--- config.mk ---
export PLATFORM = sky130hd
export DESIGN_NAME = mio_bus_responder
export DESIGN_NICKNAME = d
export VERILOG_FILES = /design/src/rtl/mio_pkg.sv /design/src/rtl/mio_addr_decode.sv /design/src/rtl/mio_bus_responder.sv
export SDC_FILE = /design/constraint.sdc
export NUM_CORES = 1
export LEC_CHECK = 0
export CAP_MARGIN = 30
export CORE_ASPECT_RATIO = 1.75
export CORE_MARGIN = 2
export CORE_UTILIZATION = 40
export CTS_CLUSTER_DIAMETER = 120
export DETAILED_ROUTE_END_ITERATION = 12
export DONT_BUFFER_PORTS = 1
export PLACE_DENSITY = 0.58
export SYNTH_ARGS = -nofsm -noshare
export SYNTH_HDL_FRONTEND = slang
export SYNTH_SLANG_ARGS = --single-unit
--- constraint.sdc ---
create_clock -name clk -period 5.16 [get_ports clk]
set_clock_uncertainty 0.1 [all_clocks]
set_input_delay 1.032 -clock clk [delete_from_list [all_inputs] [get_ports clk]]
set_output_delay 1.032 -clock clk [all_outputs]
set_load 0.01 [all_outputs]
--- src/rtl/mio_pkg.sv ---
// Shared constants for the MIPS memory/IO bus responder: peripheral map,
// FSM state encoding and the latched access kind.
package mio_pkg;

  localparam logic [3:0]  PERIPH_REGION = 4'hF;
  localparam logic [31:0] LED_ADDR      = 32'hF000_0000;
  localparam logic [31:0] SW_ADDR       = 32'hF000_0004;
  localparam logic [31:0] CNT_ADDR      = 32'hF000_0008;

  typedef enum logic [1:0] {
    ST_IDLE     = 2'd0,
    ST_RAM_WAIT = 2'd1,
    ST_PERIPH   = 2'd2,
    ST_DONE     = 2'd3
  } state_e;

  typedef enum logic [2:0] {
    OP_RAM = 3'd0,
    OP_LED = 3'd1,
    OP_SW  = 3'd2,
    OP_CNT = 3'd3,
    OP_ERR = 3'd4
  } op_e;

endpackage

--- src/rtl/mio_addr_decode.sv ---
// Combinational decode of a CPU request into RAM, peripheral or error target.
// Outputs are only meaningful while a request is present.
module mio_addr_decode
  import mio_pkg::*;
(
  input  logic [31:0] addr_i,
  input  logic        rd_i,
  input  logic        wr_i,
  output logic        is_ram_o,
  output logic        is_led_o,
  output logic        is_sw_o,
  output logic        is_cnt_o,
  output logic        err_o
);

  always_comb begin
    is_ram_o = 1'b0;
    is_led_o = 1'b0;
    is_sw_o  = 1'b0;
    is_cnt_o = 1'b0;
    err_o    = 1'b0;
    // Misalignment and read+write conflicts override any target selection.
    if ((rd_i && wr_i) || (addr_i[1:0] != 2'b00)) begin
      err_o = 1'b1;
    end else if (addr_i[31:28] != PERIPH_REGION) begin
      is_ram_o = 1'b1;
    end else if (addr_i == LED_ADDR) begin
      is_led_o = 1'b1;
    end else if ((addr_i == SW_ADDR) && !wr_i) begin
      is_sw_o = 1'b1;
    end else if ((addr_i == CNT_ADDR) && !wr_i) begin
      is_cnt_o = 1'b1;
    end else begin
      err_o = 1'b1;
    end
  end

endmodule

--- src/rtl/mio_bus_responder.sv ---
// Memory/IO bus responder: sequences RAM latency, serves LED/switch/counter
// registers and returns a one-cycle MIO_ready pulse to the multi-cycle CPU.
//
// state    | meaning
// ---------+---------------------------------------------------------
// IDLE     | waiting for MemRead/MemWrite; latches address and data
// RAM_WAIT | RAM_LAT cycles for RAM read data (down-counter)
// PERIPH   | single-cycle register access or error response
// DONE     | MIO_ready high, Data_in valid; back to IDLE
module mio_bus_responder
  import mio_pkg::*;
#(
  parameter int          RAM_AW   = 10,
  parameter int          RAM_LAT  = 1,
  parameter logic [31:0] CNT_INIT = 32'h0
) (
  input  logic              clk,
  input  logic              reset,
  input  logic              MemRead,
  input  logic              MemWrite,
  input  logic [31:0]       Addr_out,
  input  logic [31:0]       Data_out,
  output logic              MIO_ready,
  output logic [31:0]       Data_in,
  output logic [RAM_AW-1:0] ram_addr,
  output logic              ram_we,
  output logic [31:0]       ram_din,
  input  logic [31:0]       ram_dout,
  input  logic [15:0]       sw_in,
  output logic [15:0]       led_out,
  output logic              bus_err
);

  logic is_ram, is_led, is_sw, is_cnt, dec_err;

  mio_addr_decode u_decode (
    .addr_i   (Addr_out),
    .rd_i     (MemRead),
    .wr_i     (MemWrite),
    .is_ram_o (is_ram),
    .is_led_o (is_led),
    .is_sw_o  (is_sw),
    .is_cnt_o (is_cnt),
    .err_o    (dec_err)
  );

  state_e            state_q;
  op_e               op_q;
  logic [2:0]        wait_q;
  logic              wr_q;
  logic [31:0]       wdata_q;
  logic [31:0]       cnt_q;
  logic              mio_ready_q;
  logic [31:0]       data_in_q;
  logic [RAM_AW-1:0] ram_addr_q;
  logic              ram_we_q;
  logic [15:0]       led_q;
  logic              bus_err_q;

  always_ff @(posedge clk or posedge reset) begin
    if (reset) begin
      state_q     <= ST_IDLE;
      op_q        <= OP_ERR;
      wait_q      <= 3'd0;
      wr_q        <= 1'b0;
      wdata_q     <= 32'h0;
      cnt_q       <= CNT_INIT;
      mio_ready_q <= 1'b0;
      data_in_q   <= 32'h0;
      ram_addr_q  <= '0;
      ram_we_q    <= 1'b0;
      led_q       <= 16'h0;
      bus_err_q   <= 1'b0;
    end else begin
      cnt_q       <= cnt_q + 32'd1;
      ram_we_q    <= 1'b0;
      mio_ready_q <= 1'b0;
      case (state_q)
        ST_IDLE: begin
          if (MemRead || MemWrite) begin
            wr_q    <= MemWrite;
            wdata_q <= Data_out;
            if (dec_err) bus_err_q <= 1'b1;
            if (is_ram) begin
              op_q       <= OP_RAM;
              ram_addr_q <= Addr_out[RAM_AW+1:2];
              ram_we_q   <= MemWrite;
              wait_q     <= 3'(RAM_LAT - 1);
              state_q    <= ST_RAM_WAIT;
            end else begin
              if (is_led)      op_q <= OP_LED;
              else if (is_sw)  op_q <= OP_SW;
              else if (is_cnt) op_q <= OP_CNT;
              else             op_q <= OP_ERR;
              state_q <= ST_PERIPH;
            end
          end
        end
        ST_RAM_WAIT: begin
          if (wait_q == 3'd0) begin
            if (!wr_q) data_in_q <= ram_dout;
            mio_ready_q <= 1'b1;
            state_q     <= ST_DONE;
          end else begin
            wait_q <= wait_q - 3'd1;
          end
        end
        ST_PERIPH: begin
          case (op_q)
            OP_LED: begin
              if (wr_q) led_q <= wdata_q[15:0];
              else      data_in_q <= {16'h0, led_q};
            end
            OP_SW:   data_in_q <= {16'h0, sw_in};
            OP_CNT:  data_in_q <= cnt_q;
            default: data_in_q <= 32'h0;
          endcase
          mio_ready_q <= 1'b1;
          state_q     <= ST_DONE;
        end
        ST_DONE: state_q <= ST_IDLE;
        default: state_q <= ST_IDLE;
      endcase
    end
  end

  assign MIO_ready = mio_ready_q;
  assign Data_in   = data_in_q;
  assign ram_addr  = ram_addr_q;
  assign ram_we    = ram_we_q;
  assign ram_din   = wdata_q;
  assign led_out   = led_q;
  assign bus_err   = bus_err_q;

endmodule

==> results.txt <==
share of post-route cells with drive strength above 1: 19.28%
Ys Warns: 0
Fin Setup TNS: 0 ns
Remaining Overflow, GRT: 0
CP max FO: 36
Starting Density: 41.00%
Req. time, crit path: 5.35 ns
final slew viol count: 0
Synth Area per Inst: 10.53 µm²
CTS tree: built
clock power share: 30.1%
fmax: 320.8 MHz
CP arrival: 3.31 ns
Yosys top cell area share: 52.75%
routed wire length per instance: 20.16 µm
part of the power in registers: 46.3%
worst hold path class: reg -> reg
crit path launch type: flop
nets@finish: 716
CP Capture Type: flop
Finished Core Util: 45.84%
# fillers: 1467
first-pass GRT wire length: 24360 µm
measured slew at the worst slew-check pin: 1.025 ns
die area: 0.01683 mm²
DR vias/cell: 5.595
DRT Pass-1 Iters: 4
final setup fails: 0
P_leak: 3.305 nW
largest cells by area after synthesis: dfrtp_1 53%, mux2_2 13%, nand2_1 7.5%
initial antenna violation count: 0
relative slew slack: 31.07%
asr flop ratio synth: 100.0%
Gate power share: 23.6%
sw frac: 33.95%
Die H: 170.2 µm
chip width: 98.94 µm
area of the multi-input gates: 0.002664 mm²
Vias: 4437
Skew-Pair Late Insertion Delay: 0.41 ns
CTS Hold Bufs: 0
power per cell area: 536.8 mW/mm²
area leader, netlist: dfrtp_1
unrepaired setup endpoints after global routing: no
Detail Placement HPWL: 11980 µm
Sink Count: 134
number of flops mapped to enable cells by yosys: 0
status: completed
ys flop type: dfrtp_1
Mapped Cells: 599
residual DRC count: 0
area delta synth->final: 11.80%
Cell variety after synth: 47
peak supply drop: 0.2671 mV
CORE AREA: 0.01539 mm²
DRT Wirelength: 15990 µm
Seq/Total Area, Yosys: 53.16%
Synth Register Bits: 134
n_diodes: 0
clk root buf: clkbuf_16
number of global-route vias before repair: 4744
syn nets: 721
storage element area: 0.003354 mm²
Post-CTS Setup Inserts: 0
Mapped Area: 0.006310 mm²
Rows: 60
crit path kind: reg -> reg
Net Switching: 1.286 mW
final worst path period share: 60.42%
GRT Resource Usage Total: 18.75%
maximum capacitance violations: 0
Final Wtd Congestion: 0.8845
CTS buffer count: 17
Port Buffers: 0
Clk pin slew, worst setup/hold paths: 0.06 ns
PostCTS Resize Cnt: 0
H-tree level count: 4
IO Pins: 209
endpoints failing hold: 0
Antenna Nets Post-Route: 0
most frequent cells in the layout: 133 x dfrtp_1, 126 x nand2_1, 74 x mux2_2, 45 x inv_1, 23 x xnor2_1
pin count of the biggest net entering global routing: 67
commonest non-fill, non-tap cell in the layout: dfrtp_1
internal power: 2.501 mW
initial DRC count: 110
post-route minimum period: 3.118 ns
Max clock buf depth: 2
## layout make-up
cell class,instances,share of cell area [%]
sequential,134,47.55
multi-input combinational,389,37.76
clock buffer,25,6.882
tap,186,3.299
inverter,46,2.519
clock inverter,7,1.064
timing repair buffer,6,0.9223
## power by group through the flow
stage          clock network, mW  logic, mW  registers, mW
2_1_floorplan                  0      0.750           1.67
3_3_place_gp                   0      0.846           1.77
3_5_place_dp                   0      0.915           1.77
4_1_cts                     1.17      0.913           1.76
5_1_grt                     1.21       1.01           1.79
6_report                    1.14      0.893           1.75
## flip-flops by register name, summed over array words and instances (netlist names)
signal / count
Data_in: 32
ram_addr: 10
MIO_ready: 1
cnt_q: 32
led_out: 16
ram_din: 32
wr_q: 1
wait_q: 3
ram_we: 1
bus_err: 1
state_q: 2
op_q: 3
## path summary, 6_finish.rpt
path	cells past startpoint	end	start	slack (ns)
hold / removal	1	cnt_q[31]$_DFF_PP0_	cnt_q[31]$_DFF_PP0_	0.37
max in group asynchronous	2	ram_din[8]$_DFFE_PP0P_	reset	3.50
min in group asynchronous	1	ram_din[24]$_DFFE_PP0P_	reset	0.46
setup reg to reg	7	Data_in[26]$_DFFE_PP0P_	state_q[0]$_DFFE_PP0P_	2.04
hold reg to reg	1	cnt_q[31]$_DFF_PP0_	cnt_q[31]$_DFF_PP0_	0.37
setup / recovery	7	Data_in[26]$_DFFE_PP0P_	state_q[0]$_DFFE_PP0P_	2.04
## synth_stat cells, drive strengths merged, types with 5 or more instances
library cell	instances
mux2	75
nor2	11
nor3	5
inv	46
nand4	8
ha	6
xor2	9
and3	6
xnor2	23
clkbuf	20
nand2	127
nand3	16
dfrtp	133
o22ai	17
a22oi	17
buf	10
nor4	13
o21ai	22
## critical path: stages (launching register included)
cell and delay [ns]:
dfrtp_1 0.40, inv_1 0.09, ha_1 0.14, buf_4 0.34, nor2b_1 0.24, and4b_1 0.77
o2bb2ai_4 0.45, mux2_1 0.44
## routing by layer
metal  up-vias  GRT usage [%]  part of all wire [%]
met1      2183          18.81                    35
met3        39          5.298                   6.5
met4         0          9.887                   3.4
met5         -              0                     0
li1       2034              -                     -
met2       181          34.46                    55
## through the flow
stage          instance area [µm²]  power, mW  instances  setup slack [ns]  hold slack, ns
2_1_floorplan                 6310      2.422        599            0.4469          0.3415
3_3_place_gp                  6466      2.611        760             2.053          0.3611
3_5_place_dp                  6494      2.688        761             1.947          0.3660
4_1_cts                       7054      3.845        793             1.964          0.3758
5_1_grt                       7054      4.008        793             1.741          0.3875
6_report                      7054      3.787        793             2.042          0.3744
## cells by family after synthesis
family	synth area share, %
fa+ha+maj	1.190
mux	13.70
buf+inv	4.938
compound gates	7.198
xor+xnor	4.442
flops	53.16
simple gates	15.37
Note: power is estimated with default switching activity, not from simulation.
